==> config.mk <==
export PLATFORM = sky130hd
export DESIGN_NAME = audio_player_flat
export DESIGN_NICKNAME = d
export VERILOG_FILES = /design/src/rtl/audio_pkg.sv /design/src/rtl/audio_player_if.sv /design/src/rtl/audio_player.sv /design/src/flat_wrapper.sv
export SDC_FILE = /design/constraint.sdc
export NUM_CORES = 1
export LEC_CHECK = 0
export BUFFER_PORTS_ARGS = -buffer_cell sky130_fd_sc_hd__buf_2
export CAP_MARGIN = 15
export CORE_MARGIN = 3
export CORE_UTILIZATION = 42
export CTS_CLUSTER_DIAMETER = 150
export CTS_CLUSTER_SIZE = 14
export DETAILED_ROUTE_END_ITERATION = 6
export HOLD_SLACK_MARGIN = 0.1
export PLACE_DENSITY = 0.74
export SETUP_SLACK_MARGIN = 0.05
export SYNTH_ARGS = -nofsm -noshare
export SYNTH_HDL_FRONTEND = slang
export SYNTH_SLANG_ARGS = --single-unit
==> constraint.sdc <==
create_clock -name i_clk -period 2 [get_ports i_clk]
set_clock_uncertainty 0.15 [all_clocks]
set_input_delay 0.4 -clock i_clk [delete_from_list [all_inputs] [get_ports i_clk]]
set_output_delay 0.4 -clock i_clk [all_outputs]
set_load 0.02 [all_outputs]
==> src/rtl/audio_pkg.sv <==
// Shared constants and types for the control core and the playback engine.
package audio_pkg;
  localparam int ADDR_W   = 23;
  localparam int SAMPLE_W = 16;

  typedef enum logic [2:0] {
    IDLE, FETCH, WAIT_MEM, STREAM, DRAIN, DONE
  } player_state_t;

  // Control-core operating modes, kept here so both blocks decode the same values.
  localparam logic [1:0] MODE_IDLE   = 2'd0;
  localparam logic [1:0] MODE_RECORD = 2'd1;
  localparam logic [1:0] MODE_PLAY   = 2'd2;
  localparam logic [1:0] MODE_ERASE  = 2'd3;
endpackage

==> src/rtl/audio_player_if.sv <==
// Sample-memory read port: request held until a one-cycle valid strobe returns data.
interface audio_player_if;
  import audio_pkg::*;
  logic                o_mem_req;
  logic [ADDR_W-1:0]   o_mem_addr;
  logic                i_mem_valid;
  logic [SAMPLE_W-1:0] i_mem_rdata;

  modport master (output o_mem_req, o_mem_addr, input  i_mem_valid, i_mem_rdata);
  modport slave  (input  o_mem_req, o_mem_addr, output i_mem_valid, i_mem_rdata);
endinterface

==> src/rtl/audio_player.sv <==
// Streams a clip from sample memory to the DAC serializer, one sample per frame,
// with a one-entry prefetch buffer hiding memory latency behind the frame period.
module audio_player
  import audio_pkg::*;
(
  input  logic                i_clk,
  input  logic                i_rst_n,
  input  logic                play_start,
  input  logic [ADDR_W-1:0]   play_select,
  input  logic [ADDR_W-1:0]   play_end,
  input  logic                play_pause,
  input  logic                play_stop,
  output logic                play_done,
  audio_player_if.master      mem,
  input  logic                i_dac_req,
  output logic [SAMPLE_W-1:0] o_dac_data,
  output logic [ADDR_W-1:0]   o_cur_addr,
  output logic                o_underrun
);
  player_state_t       state;
  logic [ADDR_W:0]     next_addr;  // extra bit: end address 2^ADDR_W-1 never wraps
  logic [ADDR_W-1:0]   end_addr, buf_addr;
  logic [SAMPLE_W-1:0] buf_data;
  logic                buf_full, stop_pend, done_pend, abort;

  assign abort = play_stop || stop_pend;

  always_ff @(posedge i_clk) begin
    if (!i_rst_n) begin
      state          <= IDLE;
      play_done      <= 1'b0;
      mem.o_mem_req  <= 1'b0;
      mem.o_mem_addr <= '0;
      o_dac_data     <= '0;
      o_cur_addr     <= '0;
      o_underrun     <= 1'b0;
      buf_full       <= 1'b0;
      buf_data       <= '0;
      buf_addr       <= '0;
      next_addr      <= '0;
      end_addr       <= '0;
      stop_pend      <= 1'b0;
      done_pend      <= 1'b0;
    end else begin
      play_done <= 1'b0;
      case (state)
        IDLE: if (play_start) begin
          end_addr   <= play_end;
          next_addr  <= {1'b0, play_select};
          o_underrun <= 1'b0;
          buf_full   <= 1'b0;
          stop_pend  <= 1'b0;
          if (play_select > play_end) begin
            state     <= DONE;
            done_pend <= 1'b1;
          end else begin
            state <= FETCH;
          end
        end
        FETCH: begin
          if (play_stop) begin
            o_dac_data <= '0;
            state      <= DONE;
            done_pend  <= 1'b1;
          end else if (play_pause) begin
            o_dac_data <= '0;
          end else begin
            mem.o_mem_req  <= 1'b1;
            mem.o_mem_addr <= next_addr[ADDR_W-1:0];
            state          <= WAIT_MEM;
            if (i_dac_req) begin
              o_dac_data <= '0;
              o_underrun <= 1'b1;
            end
          end
        end
        WAIT_MEM: begin
          if (play_stop) stop_pend <= 1'b1;
          if (abort || play_pause) begin
            o_dac_data <= '0;
          end else if (i_dac_req) begin
            o_dac_data <= '0;
            o_underrun <= 1'b1;
          end
          // A stopped read still completes on the bus; its data is dropped.
          if (mem.i_mem_valid) begin
            mem.o_mem_req <= 1'b0;
            if (abort) begin
              stop_pend <= 1'b0;
              state     <= DONE;
              done_pend <= 1'b1;
            end else begin
              buf_data  <= mem.i_mem_rdata;
              buf_addr  <= mem.o_mem_addr;
              buf_full  <= 1'b1;
              next_addr <= next_addr + (ADDR_W+1)'(1);
              state     <= STREAM;
            end
          end
        end
        STREAM: begin
          if (play_stop) begin
            o_dac_data <= '0;
            buf_full   <= 1'b0;
            state      <= DONE;
            done_pend  <= 1'b1;
          end else if (play_pause) begin
            o_dac_data <= '0;
          end else if (i_dac_req && buf_full) begin
            o_dac_data <= buf_data;
            o_cur_addr <= buf_addr;
            buf_full   <= 1'b0;
            state      <= (buf_addr == end_addr) ? DRAIN : FETCH;
          end
        end
        DRAIN: begin
          if (play_stop || (!play_pause && i_dac_req)) begin
            o_dac_data <= '0;
            state      <= DONE;
            done_pend  <= 1'b1;
          end else if (play_pause) begin
            o_dac_data <= '0;
          end
        end
        DONE: begin
          if (done_pend) begin
            play_done <= 1'b1;
            done_pend <= 1'b0;
          end
          if (!play_start) state <= IDLE;
        end
        default: state <= IDLE;
      endcase
    end
  end
endmodule

==> src/flat_wrapper.sv <==
// flat-port wrapper written by rule: the top's interface ports become plain ports
module audio_player_flat import audio_pkg::*;
  (i_clk, i_rst_n, play_start, play_select, play_end, play_pause, play_stop, play_done, i_dac_req, o_dac_data, o_cur_addr, o_underrun, mem_o_mem_req, mem_o_mem_addr, mem_i_mem_valid, mem_i_mem_rdata);
  audio_player_if mem_i ();
  input  logic i_clk;
  input  logic i_rst_n;
  input  logic play_start;
  input  logic [ADDR_W-1:0] play_select;
  input  logic [ADDR_W-1:0] play_end;
  input  logic play_pause;
  input  logic play_stop;
  output logic play_done;
  input  logic i_dac_req;
  output logic [SAMPLE_W-1:0] o_dac_data;
  output logic [ADDR_W-1:0] o_cur_addr;
  output logic o_underrun;
  output wire logic [$bits(mem_i.o_mem_req)-1:0] mem_o_mem_req;
  output wire logic [$bits(mem_i.o_mem_addr)-1:0] mem_o_mem_addr;
  input wire logic [$bits(mem_i.i_mem_valid)-1:0] mem_i_mem_valid;
  input wire logic [$bits(mem_i.i_mem_rdata)-1:0] mem_i_mem_rdata;
  assign mem_o_mem_req = mem_i.o_mem_req;
  assign mem_o_mem_addr = mem_i.o_mem_addr;
  assign mem_i.i_mem_valid = mem_i_mem_valid;
  assign mem_i.i_mem_rdata = mem_i_mem_rdata;
  audio_player u_core (.i_clk(i_clk), .i_rst_n(i_rst_n), .play_start(play_start), .play_select(play_select), .play_end(play_end), .play_pause(play_pause), .play_stop(play_stop), .play_done(play_done), .mem(mem_i), .i_dac_req(i_dac_req), .o_dac_data(o_dac_data), .o_cur_addr(o_cur_addr), .o_underrun(o_underrun));
endmodule
==> results.yml <==
run_status:
  outcome: "complete, but fails checks"
  violations: "negative setup slack"
timing:
  rsz0062_at_grt: "yes"
  max_freq_mhz: 453
  hold_ws_ps: 119
  min_period_ps: 2210
  max-slew-margin-rel: 0.733
  worst_slew_pin_slew_ps: 397
  hold_viol: 0
  layout_setup_ws_ps: -205
  drv_slew: 0
  fin_setup_tns_ps: -983
  period_share: 1.10
  setup-violations-final: 25
die:
  initial_core_util: 0.430
  die_area_um2: 18600
  rows: 47
  die_h_um: 137
  core_area_um2: 16600
  die_w_um: 137
  io_pins: 134
route:
  drt_wl_total_um: 22900
  detail-route-antenna-nets: 0
  vias: 7260
  drtIter0Drc: 712
  viasPerCell: 5.34
  firstDrtPassIters: 5
  route.detailed.drc: 0
  post_drt_wl_per_cell_um: 16.8
min_path:
  hold_path_depth: 3
  hp-class: "in2reg"
  min_from: "play_end[7]"
  holdPathEnd: "u_core.end_addr[7]"
clocking:
  htree_levels: 4
  cts_tree: "built"
  cts_inserted_buffers: 17
  root_buffer: "clkbuf_16"
  clkSinkCount: 156
  clk_pin_slew_ps: 70
  cts_buffer_depth: 2
  insertion_delay_ps: 420
synthesis:
  synthFlopType: "dfxtp_1"
  async_flop_share: 0
  synth_fp_nets: 990
  syn_area_um2: 7150
  ys_seq_area_frac: 0.437
  synth_top_area_frac: 0.437
  synthTopCellsByCount: "205 x nand2_1, 156 x dfxtp_1, 122 x a21oi_1"
  synth.avg_cell_area_um2: 7.97
  syn_inst: 897
  synthTopCellsByArea: "dfxtp_1 44%, nand2_1 11%, a21oi_1 8.5%"
  ys.warnings.count: 0
  synth_enable_flop_cells: 0
  synth.most_common_cell: "nand2_1"
  yosysUniqueCellTypes: 65
  yosysTopAreaCell: "dfxtp_1"
  synth_seq_cells: 156
worst_setup_path:
  r2r_cells: 7
  regToRegSetupSlack_ps: -210
  crit_required_ps: 2170
  crit_fanout: 2
  reg2reg_from: "u_core.end_addr[16]"
  cp_data_arrival_time_ps: 2370
  critical_path_class: "reg2reg"
  critPathCaptureType: "flip-flop"
  crit_path_start_kind: "flip-flop"
  timing.rr.end: "u_core.state[0]"
layout:
  final_cells: 1360
  drive_above_1_share: 0.276
  final_nets: 1219
  area_delta_synth_final_pct: 37.0
place:
  place_inst: 1298
  hpwl_um: 16100
  pre_cts_slack_ps: -328
  portBuffers: 133
  routabilityCongestion: 0.899
run:
  cap_viol_max_count: 0
power_and_ir_drop:
  leakage_nw: 4.19
  p_total_mw: 8.19
  power_density_nw_per_um2: 836
  ir_drop_uv: 684
global_routing:
  grt_first_pass_wirelength_um: 34900
  grt_pass1_vias: 6870
  grt_max_degree: 45
  antenna_found_initial: 5
  grt_use_total: 0.239
  grt.overflow.total: 0
## worst max-delay path by stage
stage	startpoint	endpoint	slack [ps]	depth (start not counted)
6_report	u_core.end_addr[16]	u_core.state[0]	-210	7
5_1_grt	u_core.end_addr[16]	u_core.state[0]	-290	7
4_1_cts	u_core.end_addr[14]	u_core.state[0]	-180	7
3_5_place_dp	u_core.end_addr[16]	u_core.state[0]	-330	7
3_3_place_gp	u_core.end_addr[16]	u_core.state[0]	-290	7
2_1_floorplan	play_end[20]	u_core.state[2]	90	8
## power breakdown
| part | internal [mW] | switching (mW) |
|---|---|---|
| Combinational | 0.782 | 0.920 |
| Sequential | 3.28 | 0.159 |
| Clock | 1.68 | 1.38 |
## cell families (layout without fill, tap and decap cells)
logic type      Yosys count  count (layout)  share of synthesized area
compound gates          226             226                      0.187
xor+xnor                 23              23                     0.0282
fa+ha+maj                24              24                     0.0420
buf+inv                  87             329                     0.0554
flops                   156             156                      0.437
mux                      24              24                     0.0336
other cells               0               1                          0
simple gates            357             357                      0.218
## per-stage QoR
stage | instance area [um^2] | util
5_1_grt | 9800 | 0.589
4_1_cts | 9630 | 0.578
3_3_place_gp | 8810 | 0.529
6_report | 9800 | 0.589
3_5_place_dp | 8810 | 0.529
2_1_floorplan | 7150 | -
## timing repair
item | 4_1_cts | 5_1_grt
endpoints found under the hold margin | 23 | 0
cloned | 0 | 2
resized for setup | 6 | 27
endpoints found under the setup margin | 86 | 122
setup buffers | 1 | 3
hold buffers | 23 | 0
pin swaps | 3 | 7
## cell usage in the layout (no fill, tap or decap), drive strengths merged, types with 23 or more instances in the layout
cell / n
a21oi: 122
buf: 246
dfxtp: 156
dlygate4sd3: 23
ha: 24
inv: 32
mux2i: 24
nand2: 205
nor2: 76
o21ai: 35
## final cells by class
class / count / area [um^2]
Fill cell: 1468 / 6850
Multi-Input combinational cell: 654 / 3740
Sequential cell: 156 / 3130
Timing Repair Buffer: 270 / 1980
Clock buffer: 19 / 453
Tap cell: 220 / 275
Clock inverter: 13 / 106
Inverter: 27 / 104
Antenna cell: 1 / 2.50
## critical path, stage by stage (launching register included)
cell	delay, ps
dfxtp_2	320
xor2_1	160
nor4_2	370
buf_4	170
nand4_1	140
o21ai_2	180
or4b_1	440
and3_1	160
## metal layers
metal	vias up	global-route usage	part of all wire
li1	3551	-	-
met1	3367	0.306	0.42
met2	296	0.393	0.47
met3	38	0.0706	0.090
met4	8	0.0666	0.016
met5	-	0	0.0021
## sequential cells by signal, summed over array words and instances (netlist names)
register	flops
u_core.next_addr	23
u_core.play_done	1
u_core.o_dac_data	16
u_core.mem.o_mem_req	1
u_core.buf_full	1
u_core.done_pend	1
u_core.o_underrun	1
u_core.buf_addr	23
u_core.o_cur_addr	23
u_core.end_addr	23
u_core.state	3
u_core.stop_pend	1
u_core.buf_data	16
u_core.mem.o_mem_addr	23
Note: power is estimated with default switching activity, not from simulation.
